**src/rtl/time_pkg.sv**
```systemverilog
// rtl/time_pkg.sv - shared hour types, constants and display helpers
package time_pkg;

  typedef logic [4:0] hour_t;

  localparam hour_t HOUR_MAX = 5'd23;

  typedef enum logic [1:0] {IDLE, ON, OFF} chime_state_t;

  typedef struct packed {
    logic [1:0] tens;
    logic [3:0] ones;
  } bcd2_t;

  // 0 reads as 12 on a 12h face; 13..23 fold down by twelve.
  function automatic logic [3:0] hour_to_12h(input hour_t h);
    if (h == 5'd0)
      return 4'd12;
    else if (h > 5'd12)
      return 4'(h - 5'd12);
    else
      return 4'(h);
  endfunction

  function automatic bcd2_t to_bcd2(input hour_t v);
    bcd2_t r;
    if (v >= 5'd20) begin
      r.tens = 2'd2;
      r.ones = 4'(v - 5'd20);
    end else if (v >= 5'd10) begin
      r.tens = 2'd1;
      r.ones = 4'(v - 5'd10);
    end else begin
      r.tens = 2'd0;
      r.ones = 4'(v);
    end
    return r;
  endfunction

endpackage

```
**src/rtl/time_hour_chime.sv**
```systemverilog
// rtl/time_hour_chime.sv - hourly chime burst FSM with beep and cycle counters
module time_hour_chime
  import time_pkg::*;
#(
  parameter int CHIME_ON  = 4,
  parameter int CHIME_OFF = 4
) (
  input  logic       clk,
  input  logic       rst,
  input  logic       trigger_i,
  input  logic [3:0] beeps_i,
  input  logic       chime_en_i,
  input  logic       abort_i,
  output logic       chime_out_o,
  output logic       chime_busy_o
);

  localparam int CMAX = (CHIME_ON > CHIME_OFF) ? CHIME_ON : CHIME_OFF;
  localparam int CW   = $clog2(CMAX + 1);

  typedef logic [CW-1:0] cnt_t;

  localparam cnt_t ON_LAST  = cnt_t'(CHIME_ON - 1);
  localparam cnt_t OFF_LAST = cnt_t'(CHIME_OFF - 1);

  chime_state_t state_q;
  cnt_t         cnt_q;
  logic [3:0]   beeps_q;
  logic         chime_out_q;
  logic         busy_q;

  // A fresh trigger always restarts the burst, whatever state we are in.
  always_ff @(posedge clk) begin
    if (rst || !chime_en_i || abort_i) begin
      state_q     <= IDLE;
      cnt_q       <= '0;
      beeps_q     <= '0;
      chime_out_q <= 1'b0;
      busy_q      <= 1'b0;
    end else if (trigger_i) begin
      state_q     <= ON;
      cnt_q       <= '0;
      beeps_q     <= beeps_i;
      chime_out_q <= 1'b1;
      busy_q      <= 1'b1;
    end else begin
      case (state_q)
        ON: begin
          if (cnt_q == ON_LAST) begin
            state_q     <= OFF;
            cnt_q       <= '0;
            chime_out_q <= 1'b0;
          end else begin
            cnt_q <= cnt_q + cnt_t'(1);
          end
        end
        OFF: begin
          if (cnt_q == OFF_LAST) begin
            cnt_q   <= '0;
            beeps_q <= beeps_q - 4'd1;
            if (beeps_q > 4'd1) begin
              state_q     <= ON;
              chime_out_q <= 1'b1;
            end else begin
              state_q <= IDLE;
              busy_q  <= 1'b0;
            end
          end else begin
            cnt_q <= cnt_q + cnt_t'(1);
          end
        end
        default: begin
          state_q <= IDLE;
        end
      endcase
    end
  end

  assign chime_out_o  = chime_out_q;
  assign chime_busy_o = busy_q;

endmodule

```
**src/rtl/time_hour_counter.sv**
```systemverilog
// rtl/time_hour_counter.sv - hour register with set/carry priority, 12h/24h BCD display and chime
module time_hour_counter
  import time_pkg::*;
#(
  parameter int CHIME_ON  = 4,
  parameter int CHIME_OFF = 4
) (
  input  logic       clk,
  input  logic       rst,
  input  logic       cin_hour,
  input  logic       set_time_en,
  input  logic [4:0] set_time_hour,
  input  logic       mode_12h,
  input  logic       chime_en,
  output logic [4:0] out_hour,
  output logic [1:0] disp_tens,
  output logic [3:0] disp_ones,
  output logic       disp_pm,
  output logic       cout_day,
  output logic       set_err,
  output logic       chime_out,
  output logic       chime_busy
);

  hour_t      hour_q, hour_d;
  logic       cout_q, cout_d;
  logic       err_q, err_d;
  logic       trig_q, trig_d;
  logic [3:0] beeps_q, beeps_d;
  hour_t      disp_val;
  bcd2_t      bcd;

  // Set wins over carry; a carry in the same cycle as a set is discarded.
  always_comb begin
    hour_d  = hour_q;
    err_d   = err_q;
    cout_d  = 1'b0;
    trig_d  = 1'b0;
    beeps_d = beeps_q;
    if (set_time_en) begin
      if (set_time_hour <= HOUR_MAX) begin
        hour_d = set_time_hour;
        err_d  = 1'b0;
      end else begin
        err_d = 1'b1;
      end
    end else if (cin_hour) begin
      if (hour_q == HOUR_MAX) begin
        hour_d = '0;
        cout_d = 1'b1;
      end else begin
        hour_d = hour_q + 5'd1;
      end
      trig_d  = chime_en;
      beeps_d = hour_to_12h(hour_d);
    end
  end

  always_ff @(posedge clk) begin
    if (rst) begin
      hour_q  <= '0;
      err_q   <= 1'b0;
      cout_q  <= 1'b0;
      trig_q  <= 1'b0;
      beeps_q <= '0;
    end else begin
      hour_q  <= hour_d;
      err_q   <= err_d;
      cout_q  <= cout_d;
      trig_q  <= trig_d;
      beeps_q <= beeps_d;
    end
  end

  always_comb begin
    disp_val = mode_12h ? {1'b0, hour_to_12h(hour_q)} : hour_q;
    bcd      = to_bcd2(disp_val);
  end

  time_hour_chime #(
    .CHIME_ON (CHIME_ON),
    .CHIME_OFF(CHIME_OFF)
  ) u_chime (
    .clk         (clk),
    .rst         (rst),
    .trigger_i   (trig_q),
    .beeps_i     (beeps_q),
    .chime_en_i  (chime_en),
    .abort_i     (set_time_en | cin_hour),
    .chime_out_o (chime_out),
    .chime_busy_o(chime_busy)
  );

  assign out_hour  = hour_q;
  assign disp_tens = bcd.tens;
  assign disp_ones = bcd.ones;
  assign disp_pm   = (hour_q >= 5'd12);
  assign cout_day  = cout_q;
  assign set_err   = err_q;

endmodule

```
**config.mk**
```make
export PLATFORM = sky130hd
export DESIGN_NAME = time_hour_counter
export DESIGN_NICKNAME = d
export VERILOG_FILES = /design/src/rtl/time_pkg.sv /design/src/rtl/time_hour_chime.sv /design/src/rtl/time_hour_counter.sv
export SDC_FILE = /design/constraint.sdc
export NUM_CORES = 1
export LEC_CHECK = 0
export ABC_AREA = 0
export BUFFER_PORTS_ARGS = -buffer_cell sky130_fd_sc_hd__buf_2
export CORE_AREA = 2 2 77 79
export DETAILED_ROUTE_END_ITERATION = 8
export DIE_AREA = 0 0 79 81
export SLEW_MARGIN = 20
export SYNTH_ARGS = -nofsm -noshare
export SYNTH_HDL_FRONTEND = slang
export SYNTH_HIERARCHICAL = 1
export SYNTH_SLANG_ARGS = --single-unit
export TNS_END_PERCENT = 50
```
**constraint.sdc**
```tcl
create_clock -name clk -period 6.85 [get_ports clk]
set_clock_uncertainty 0.1 [all_clocks]
set_input_delay 1.37 -clock clk [delete_from_list [all_inputs] [get_ports clk]]
set_output_delay 1.37 -clock clk [all_outputs]
set_load 0.01 [all_outputs]
```
; Word level (Yosys, flattened, before mapping)
; Index checks and enable logic that the tools add are counted.
; W data, S select, Z words.
[word_totals]
reg_bits = 23
inputBits = 11
out_inout_bits = 16
word_cells = 91
[op_classes]
add_sub_neg = 7
magnitude_cmp = 7
eq_ne = 11
mux = 33
bitwise = 3
reduce_logical = 19
[op_table]
columns = operator, n
row1 = $mux W5, 8
row2 = $mux W4, 7
row3 = $mux W1, 12
row4 = $sub A4 B4 Y4 const B, 3
row5 = $ge A5 B4 Y1 const B, 2
row6 = $gt A5 B4 Y1 const B, 2
row7 = $logic_not A5 Y1, 2
row8 = $reduce_and A2 Y1, 5
row9 = $ne A3 B2 Y1 const B, 3
row10 = $mux W6, 1
row11 = $ne A2 B1 Y1 const B, 3
row12 = $reduce_bool A2 Y1, 3
row13 = $add A5 B1 Y5 const B, 1
row14 = $eq A5 B5 Y1 const B, 1
row15 = $ge A5 B5 Y1 const B, 1
row16 = $le A5 B5 Y1 const B, 1
row17 = $gt A4 B1 Y1 const B, 1
row18 = $mux W2, 2
row19 = $pmux W2 S2, 1
row20 = $reduce_and A4 Y1, 1
row21 = $reduce_or A2 Y1, 2
row22 = $sub A4 B1 Y4 const B, 1
row23 = $sub A4 B3 Y4 const B, 1
row24 = $add A3 B1 Y3 const B, 1
row25 = 13 further kinds, 15

; Logic depth before layout (Yosys ltp)
; Gate-level depths: netlist (run 1).
[logic_depth]
ltp_word = 7
depth_mapped = 12
ltp_nobuf = 11

; Modules after synthesis
; Netlist (run 1), hierarchy kept.
[by_module_without_submodules]
columns = module, n_inst, cells_per_inst, area_per_inst_um2, seq_area_each_um2
row1 = time_hour_counter, 1, 137, 1013.5, 240.2
row2 = time_hour_chime, 1, 67, 615.6, 220.2

; Least setup slack after synthesis (run 1)
; OpenSTA, ideal clock, no wires.
[synth_path]
kind = in2out
start = in mode_12h
end = out disp_ones[1]
arrival_time_ns = 2.946
required_ns = 5.380
path_slack_ns = 2.434
stages = 9
path_buffers = 1
path_cell_list = buf_2 -> a21bo_2 -> a32oi_1 -> nor2_2 -> ha_1 -> a31oi_1 -> nor3_1 -> a31oi_1 -> o311a_1
[synth_via]
elab_chain_len = 4
elab_cells_between_ends = 7
cone_classes = 2 x add/sub / 2 x order compare / 3 x mux
[synth_lines]
columns = element, line
row1 = "start, declared", time_hour_counter.sv:13  ; input logic mode_12h,
row2 = $mux W5 (*), time_hour_counter.sv:76  ; disp_val = mode_12h ? {1'b0, hour_to_12h(hour_q)} : hour_q;
row3 = $sub A4 B4 Y4 or $ge A5 B4 Y1 (tied branches), "time_pkg.sv:32, time_pkg.sv:30"
row4 = $mux W5, time_pkg.sv:30  ; end else if (v >= 5'd10) begin
row5 = $mux W6 (*), time_pkg.sv:27  ; if (v >= 5'd20) begin
row6 = "end, declared", time_hour_counter.sv:17  ; output logic [3:0] disp_ones,
; Mark *: on every way between the ends. The rest lies on a longest branch, timed or not.

; Worst setup path in the final report (run 1)
; Ends and elaborated chain as after synthesis.

==> results of run 1 <==
final cells by class:
cell class                 count  area (um^2)  area share (%)
multi-input combinational    159         1080            57.8
sequential                    23          460            24.7
timing repair buffer          26          130            6.98
tap                           75         93.8            5.03
inverter                      15         56.3            3.02
clock buffer                   3         41.3            2.21
clock inverter                 1         5.00           0.268
where the power goes:
part | internal (uW) | leakage, uW | switching [uW]
clock network | 40.6 | 0.0000255 | 43.9
registers | 138 | 0.000187 | 9.02
logic | 34.1 | 0.000589 | 46.5
total | 213 | 0.000802 | 99.4
worst max path at each step:
stage                         from  cells past startpoint            to  slack, ns
after floorplan           mode_12h                      9  disp_ones[1]       2.43
after global placement    mode_12h                     10  disp_ones[1]       2.24
after detailed placement  mode_12h                     10  disp_ones[1]       2.20
after CTS                 mode_12h                     10  disp_ones[1]       2.20
after global routing      mode_12h                     10  disp_ones[1]       1.97
final                     mode_12h                     10  disp_ones[1]       2.18
cells in the final DEF (no fill, tap or decap), types with 2 or more instances in the layout:
master    instances
a211oi_2          4
a21oi_1          17
a21oi_2           2
a31oi_1           4
a32oi_1           2
and2b_1           3
and3_1            2
buf_2            26
clkbuf_8          3
dfxtp_1          23
ha_1             13
inv_1            13
inv_2             2
mux2i_1           2
nand2_1          16
nand2b_1          6
nand3_1          10
nor2_1           23
nor2b_1           4
nor3_1            5
o21ai_0          12
o22ai_1           2
xnor2_1           4
worst reg2reg max path: stages, from the launching register on:
cell	delay (ns)
dfxtp_1	0.54
inv_1	0.21
ha_1	0.27
and3_1	0.22
nor2_1	0.22
inv_1	0.09
ha_1	0.28
a21oi_1	0.05
o41ai_1	0.30
layer usage:
metal | vias up | global-route usage, % | share of wire (%)
li1 | 768 | - | -
met1 | 685 | 16.3 | 49
met2 | 24 | 21.3 | 47
met3 | 2 | 2.89 | 3.4
met4 | 0 | 1.55 | 0.51
met5 | - | 0 | 0
state kept, by name, summed over array words and instances (netlist names):
signal / cells
cout_day: 1
u_chime/chime_busy_o: 1
out_hour: 5
u_chime/chime_out_o: 1
trig_q: 1
beeps_q: 4
u_chime/cnt_q: 3
u_chime/state_q: 2
set_err: 1
u_chime/beeps_q: 4
cells by family after synthesis:
group                    count (synthesis)
AND/OR/NAND/NOR                         81
AO/OA/AOI/OAI                           58
flip-flops                              23
buffers and inverters                   22
adder cells (fa/ha/maj)                 13
XOR/XNOR                                 5
multiplexers                             2
metrics by stage:
step / utilization, % / area [um^2] / setup WS [ns]
after CTS: 32.9 / 1870 / 2.20
after global placement: 32.1 / 1820 / 2.24
final: 32.9 / 1870 / 2.18
after global routing: 32.9 / 1870 / 1.97
after floorplan: - / 1630 / 2.43
after detailed placement: 32.1 / 1820 / 2.20
==> qor.yml, run 1 <==
clock_network:
  htreeDepth: 1
  clk_path_buf_depth: 2
  cts.sinks: 23
  cts-buffers-inserted: 3
  cts_hold_buffers: 0
  cts_root_buf: "clkbuf_8"
  cts_setup_buffers: 0
  cts_resized: 0
  clk_pin_slew_ns: 0.08
  insertion_delay_ns: 0.26
  tritoncts: "built"
yosys:
  synth-main-ff-cell: "dfxtp_1"
  synth.top_cell.area_share_pct: 28.3
  ys_async_sr_fraction_pct: 0
  avgSynthCellArea_um2: 7.99
  synth-seq-cells: 23
  synth_adder_area_share_pct: 9.98
  synth-simple-area-share_pct: 27.0
  synth-xor-area-share_pct: 2.69
  synth_top_family_by_area: "simple AND/OR/NAND/NOR gates"
  yosysTopAreaCell: "dfxtp_1"
  muxShareOfSynthArea_pct: 1.23
  yosysSeqAreaShare_pct: 28.3
  synth-compound-area-share_pct: 25.3
  synth_common_cells: "23 x dfxtp_1, 23 x nor2_1, 17 x a21oi_1"
  syn_nets: 228
  synth_cell_types: 53
  netlist_instances: 204
  netlist_area_um2: 1630
  synth_warnings: 6
  synth_edf_count: 0
  synth.top_cells.by_area: "dfxtp_1 28%, ha_1 10%, nor2_1 5.3%, a21oi_1 5.2%, o21ai_0 3.7%"
routing:
  drc: 0
  totalWireLength_um: 3750
  avgViaCountPerCell: 4.90
  drt_iter0_drc: 40
  ant_nets: 0
  firstDrtPassIters: 4
  num_vias: 1479
  wire_per_inst_um: 12.4
grt:
  grt_overflow_total: 0
  grt_max_degree: 18
  grt_antenna_before_repair: 0
  grt_pass1_vias: 1385
  grt_pass1_wl_um: 6550
  track_usage_pct: 12.4
sta:
  hold_viol_final: 0
  finalSetupViolations: 0
  timing.fmax_mhz: 214
  finalCriticalPeriod_ns: 4.67
  finalMaxSlewViolations: 0
  tightest_slew_ns: 0.547
  rsz0062_at_grt: "no"
  min_period_over_period_pct: 68.1
  setup_tns_ns: 0
  hold_slack_ns: 0.359
  relSlewSlack_pct: 63.5
floorplan:
  dieArea_um2: 6400
  io_pins: 27
  fp-row-count: 28
  die_width_um: 79
  coreArea_um2: 5680
  initial_core_util_pct: 28.7
  fp.dieH_um: 81
status:
  status: "finished clean"
worst_setup_path:
  crit_path_max_fanout: 11
  worstPathRequired_ns: 5.38
  startpoint_type: "primary input"
  end_kind: "output pin"
  path_class: "in2out"
  worstReg2RegStart: "out_hour[3]"
  critPathTopFamily: "compound AO/OA/AOI/OAI gates"
  cp_slowest_cell: "a31oi_1"
  path_buf_inv: 2
  rrSetupSlack_ns: 4.49
  r2r_end: "beeps_q[3]"
  reg2reg_depth: 8
  max_stage_delay_ns: 0.33
  cp.arrival_ns: 3.20
  crit_chain: "buf_2 > a21bo_2 > a32oi_1 > nor2_2 > ha_1 > a31oi_1 > nor3_1 > a31oi_1 > o311a_1 > buf_2"
final_layout:
  fillers: 629
  n_antenna_cell: 0
  layout.cells.non_filler: 302
  drive_gt1_share_pct: 19.8
  areaGrowthSynthToFinish_pct: 14.5
  nets: 252
hold_path:
  hold_start: "beeps_q[1]"
  hold_end: "beeps_q[1]"
  hold_depth: 2
  hold_class: "reg2reg"
place:
  portBuffers: 26
  post-dp-hpwl_um: 2840
  gp_routability_congestion: 0.785
  placedCellCount: 298
pwr:
  total_power_uw: 313
  irDropWorstVdd_mv: 0.0800
  power.leakage_uw: 0.000802
  power_density_nw_per_um2: 168
flow_run:
  drv_cap: 0
Note: power is estimated with default switching activity, not from simulation.
==> run 2, diff against run 1 <==
==> constraint.sdc (replaced) <==
create_clock -name clk -period 4.7 [get_ports clk]
set_clock_uncertainty 0.1 [all_clocks]
set_input_delay 0.94 -clock clk [delete_from_list [all_inputs] [get_ports clk]]
set_output_delay 0.94 -clock clk [all_outputs]
set_load 0.01 [all_outputs]
==> run 2 against run 1 <==
  * Clock power is 47% higher
  * Flip-flop and latch count stayed put
  * Sequential share of layout area stayed put
  * Cell count stayed put
  * Register-to-register slack worse by 2.1 ns
  * Die area stayed put
  * Critical endpoint unchanged
==> qor.yml, run 2 (synthesis results as in run 1) <==
status:
  status: "finished clean"
worst_setup_path:
  end_kind: "output pin"
  reg2reg_depth: 8
  startpoint_type: "flop"
  rrSetupSlack_ns: 2.41
  r2r_end: "beeps_q[3]"
  max_stage_delay_ns: 0.52
  startpoint: "out_hour[3]"
  crit_end: "disp_ones[1]"
  worstPathRequired_ns: 3.66
  crit_chain: "inv_1 > ha_1 > and2b_1 > a32oi_1 > nor2_2 > ha_1 > a31oi_1 > nor3_1 > a31oi_1 > o311a_1 > buf_2"
  cp.arrival_ns: 3.00
  crit_path_max_fanout: 10
  cp_slowest_cell: "dfxtp_1"
  path_class: "reg2out"
  worstReg2RegStart: "out_hour[3]"
routing:
  totalWireLength_um: 3650
  wire_per_inst_um: 12.1
  ant_nets: 0
  num_vias: 1453
  drc: 0
  firstDrtPassIters: 4
  avgViaCountPerCell: 4.81
  drt_iter0_drc: 40
final_layout:
  multi_input_area_um2: 1080
  areaGrowthSynthToFinish_pct: 14.5
  nets: 252
  largest_reg_flops: 5
  seqCellArea_um2: 460
  n_antenna_cell: 0
  drive_gt1_share_pct: 19.8
  fillers: 631
  mostFrequentLayoutCells: "26 x buf_2, 23 x nor2_1, 23 x dfxtp_1"
  design_area_um2: 1870
  layout.cells.non_filler: 302
  final_common_cell: "buf_2"
pwr:
  power.leakage_uw: 0.000802
  irDropWorstVdd_mv: 0.126
  power_density_nw_per_um2: 243
grt:
  grt_antenna_before_repair: 0
  grt_pass1_vias: 1387
  grt_max_degree: 18
  grt_pass1_wl_um: 6250
  grt_overflow_total: 0
  track_usage_pct: 11.9
sta:
  hold_viol_final: 0
  timing.fmax_mhz: 248
  tightest_slew_ns: 0.558
  min_period_over_period_pct: 85.9
  finalSetupViolations: 0
  rsz0062_at_grt: "no"
  relSlewSlack_pct: 62.7
  finalMaxSlewViolations: 0
  setup_tns_ns: 0
  finalCriticalPeriod_ns: 4.04
floorplan:
  coreArea_um2: 5680
  initial_core_util_pct: 28.7
  fp.dieH_um: 81
  fp-row-count: 28
  io_pins: 27
  die_width_um: 79
  dieArea_um2: 6400
clock_network:
  cts.sinks: 23
  cts_resized: 0
  cts_hold_buffers: 0
  clk_pin_slew_ns: 0.08
  cts_setup_buffers: 0
  htreeDepth: 1
  cts_root_buf: "clkbuf_8"
  cts-buffers-inserted: 3
  clk_path_buf_depth: 2
  tritoncts: "built"
  insertion_delay_ns: 0.26
place:
  gp_routability_congestion: 0.790
  place_area_um2: 1820
  portBuffers: 26
  post-dp-hpwl_um: 2810
  placedCellCount: 298
flow_run:
  drv_cap: 0
hold_path:
  hold_class: "reg2reg"
## run 2: worst min path at each step
stage	from	endpoint	slack [ns]	depth (start not counted)
after floorplan	beeps_q[1]	beeps_q[1]	0.34	2
after global placement	beeps_q[1]	beeps_q[1]	0.35	2
after detailed placement	beeps_q[1]	beeps_q[1]	0.36	2
after CTS	beeps_q[1]	beeps_q[1]	0.37	2
after global routing	u_chime/cnt_q[2]	u_chime/cnt_q[2]	0.40	2
final	beeps_q[1]	beeps_q[1]	0.37	2
## run 2: layer usage
layer | up-vias | global-route usage (%) | part of all wire [%]
met5 | - | 0 | 0
met4 | 0 | 1.55 | 0
met3 | 0 | 2.67 | 3.4
met2 | 28 | 22.7 | 50
met1 | 663 | 13.9 | 47
li1 | 762 | - | -
## run 2: power by group
| group | leakage, uW | switching [uW] | internal (uW) |
|---|---|---|---|
| Combinational | 0.000589 | 65.8 | 49.5 |
| Clock | 0.0000255 | 64.5 | 59.2 |
| Sequential | 0.000187 | 12.8 | 202 |
| Total | 0.000802 | 143 | 310 |
## run 2: through the flow
| step | hold slack, ns | setup WS (ns) | total power (uW) | util, % |
|---|---|---|---|---|
| final | 0.370 | 0.664 | 454 | 32.9 |
| after global routing | 0.396 | 0.348 | 487 | 32.9 |
| after CTS | 0.372 | 0.665 | 460 | 32.9 |
| after detailed placement | 0.359 | 0.924 | 334 | 32.1 |
| after global placement | 0.346 | 0.965 | 335 | 32.1 |
| after floorplan | 0.336 | 1.14 | 302 | - |
## run 2: layout make-up
type	count	area share, %
Inverter	15	3.02
Clock inverter	1	0.268
Timing Repair Buffer	26	6.98
Tap cell	75	5.03
Multi-Input combinational cell	159	57.8
Clock buffer	3	2.21
Sequential cell	23	24.7
## run 2: critical path: cells and delay by family (launching register included)
| kind | cells | cell delay (ns) |
|---|---|---|
| AO/OA/AOI/OAI | 4 | 0.96 |
| adder cells (fa/ha/maj) | 2 | 0.57 |
| buffers and inverters | 2 | 0.31 |
| flip-flops | 1 | 0.52 |
| AND/OR/NAND/NOR | 3 | 0.37 |
==> run 3, diff against run 2 <==
--- a/config.mk
+++ b/config.mk
@@ -7,9 +7,10 @@
 export LEC_CHECK = 0
 export ABC_AREA = 0
 export BUFFER_PORTS_ARGS = -buffer_cell sky130_fd_sc_hd__buf_2
-export CORE_AREA = 2 2 77 79
+export CORE_AREA = 2 2 57 59
 export DETAILED_ROUTE_END_ITERATION = 8
-export DIE_AREA = 0 0 79 81
+export DIE_AREA = 0 0 59 61
+export PLACE_DENSITY = 0.78
 export SLEW_MARGIN = 20
 export SYNTH_ARGS = -nofsm -noshare
 export SYNTH_HDL_FRONTEND = slang
==> constraint.sdc (replaced) <==
create_clock -name clk -period 4.22 [get_ports clk]
set_clock_uncertainty 0.1 [all_clocks]
set_input_delay 0.844 -clock clk [delete_from_list [all_inputs] [get_ports clk]]
set_output_delay 0.844 -clock clk [all_outputs]
set_load 0.01 [all_outputs]
==> run 3 against run 2 <==
  * Clock-buffer cell count increased by 1
  * Critical path type unchanged
  * Setup slack worse by 0.35 ns
  * Critical path depth unchanged
  * Cell count down 14%
  * Register-to-register slack worse by 0.30 ns
  * Power rose by 3.7%
  * Cell area shrank 3.7%
  * Combinational power rose by 12%
  * Wire length down 7.2%
  * Die area decreased by 44%
==> qor.yml, run 3 (synthesis results as in run 1) <==
clock_network:
  cts_root_buf: "clkbuf_4"
  cts_hold_buffers: 0
  insertion_delay_ns: 0.31
  cts.sinks: 23
  clk_pin_slew_ns: 0.12
  htreeDepth: 1
  cts-buffers-inserted: 3
  tritoncts: "built"
  clk_path_buf_depth: 2
grt:
  grt_pass1_wl_um: 5930
  grt_max_degree: 18
  grt_use_met3_pct: 4.05
  use_met1_pct: 25.6
  grt_pass1_vias: 1412
  top_usage_layer: "met2"
  track_usage_pct: 21.4
  grt_use_met2_pct: 38.3
  grt_antenna_before_repair: 0
  grt_overflow_total: 0
sta:
  rsz0062_at_grt: "no"
  relSlewSlack_pct: 63.2
  finalMaxSlewViolations: 0
  tightest_slew_ns: 0.551
  hold_slack_ns: 0.368
  finalSetupViolations: 0
  setup_slack_ns: 0.315
  timing.fmax_mhz: 256
  min_period_over_period_pct: 92.5
  setup_tns_ns: 0
  finalCriticalPeriod_ns: 3.90
  hold_viol_final: 0
routing:
  drc: 0
  avgViaCountPerCell: 5.77
  firstDrtPassIters: 4
  ant_nets: 0
  drt_iter0_drc: 29
  num_vias: 1501
  totalWireLength_um: 3390
  wire_per_inst_um: 13.0
final_layout:
  areaGrowthSynthToFinish_pct: 10.3
  layout.cells.non_filler: 260
  largest_reg_flops: 5
  n_antenna_cell: 0
  mostFrequentLayoutCells: "26 x buf_2, 23 x nor2_1, 20 x dfxtp_1"
  fillers: 284
  final_common_cell: "buf_2"
  drive_gt1_share_pct: 20.7
  nets: 252
floorplan:
  die_width_um: 59
  io_pins: 27
  initial_core_util_pct: 55.2
  dieArea_um2: 3600
  fp-row-count: 20
  coreArea_um2: 2950
  fp.dieH_um: 61
worst_setup_path:
  cp.arrival_ns: 2.96
  path_buf_inv: 2
  worstReg2RegStart: "out_hour[3]"
  path_class: "reg2out"
  r2r_end: "beeps_q[3]"
  startpoint: "out_hour[3]"
  reg2reg_depth: 8
  crit_chain: "inv_1 > ha_1 > and2b_1 > a32oi_1 > nor2_2 > ha_1 > a31oi_1 > nor3_1 > a31oi_1 > o311a_1 > buf_2"
  rrSetupSlack_ns: 2.11
  cp_slowest_cell: "dfxtp_2"
  max_stage_delay_ns: 0.44
  worstPathRequired_ns: 3.28
  crit_end: "disp_ones[1]"
  end_kind: "output pin"
  critPathTopFamily: "compound AO/OA/AOI/OAI gates"
  startpoint_type: "flop"
  cp.depth: 11
  crit_path_max_fanout: 10
place:
  post-dp-hpwl_um: 2590
  portBuffers: 26
  pre_cts_ws_ns: 0.570
  gp_routability_congestion: 0.898
  placedCellCount: 256
pwr:
  combPwrFrac_pct: 27.4
  p_int_uw: 318
  clkPwrFrac_pct: 21.6
  irDropWorstVdd_mv: 0.169
  netSwitchingFraction_pct: 32.4
  power.leakage_uw: 0.000792
  total_power_uw: 470
  power_density_nw_per_um2: 262
  p_switching_uw: 152
  p_seq_share_pct: 51.0
hold_path:
  hold_class: "reg2reg"
status:
  status: "finished clean"
flow_run:
  drv_cap: 0
run 3: how the worst min path moves through the flow:
| stage | startpoint | to | slack (ns) | cells after the start |
|---|---|---|---|---|
| 6_report | beeps_q[1] | beeps_q[1] | 0.37 | 2 |
| 5_1_grt | beeps_q[0] | u_chime/beeps_q[0] | 0.39 | 2 |
| 4_1_cts | beeps_q[1] | beeps_q[1] | 0.37 | 2 |
| 3_5_place_dp | beeps_q[1] | beeps_q[1] | 0.35 | 2 |
| 3_3_place_gp | beeps_q[1] | beeps_q[1] | 0.35 | 2 |
| 2_1_floorplan | beeps_q[1] | beeps_q[1] | 0.34 | 2 |
run 3: routing by layer:
layer	routed length [um]	part of all wire, %
met3	100	3.0
met5	0	0
met2	1670	49
met4	57	1.7
met1	1560	46
run 3: final cells by class:
type,count,area [um^2],area share [%]
clock buffer,4,26.3,1.46
timing repair buffer,26,130,7.24
multi-input combinational,159,1080,60.0
tap,33,41.3,2.30
sequential,23,464,25.8
inverter,15,56.3,3.13
run 3: metrics by stage:
stage	area [um^2]	utilization [%]
after CTS	1790	60.7
after global placement	1770	59.8
after global routing	1800	60.8
after floorplan	1630	-
after detailed placement	1770	59.8
final	1800	60.8
run 3: power by group through the flow:
stage	clock (uW)	sequential (uW)	combinational, uW
after CTS	108	239	130
after detailed placement	0	244	129
after global routing	120	242	147
after global placement	0	243	126
final	102	240	129
after floorplan	0	240	96.5
run 3: tightest hold or removal path: stages, from the launching register on:
cell     delay [ns]
dfxtp_1        0.33
nand2_1        0.05
a21oi_1        0.05
run 3: what timing repair did:
item	4_1_cts	5_1_grt
resized for setup	0	3
setup buffers	0	0
endpoints found under the setup margin	0	1
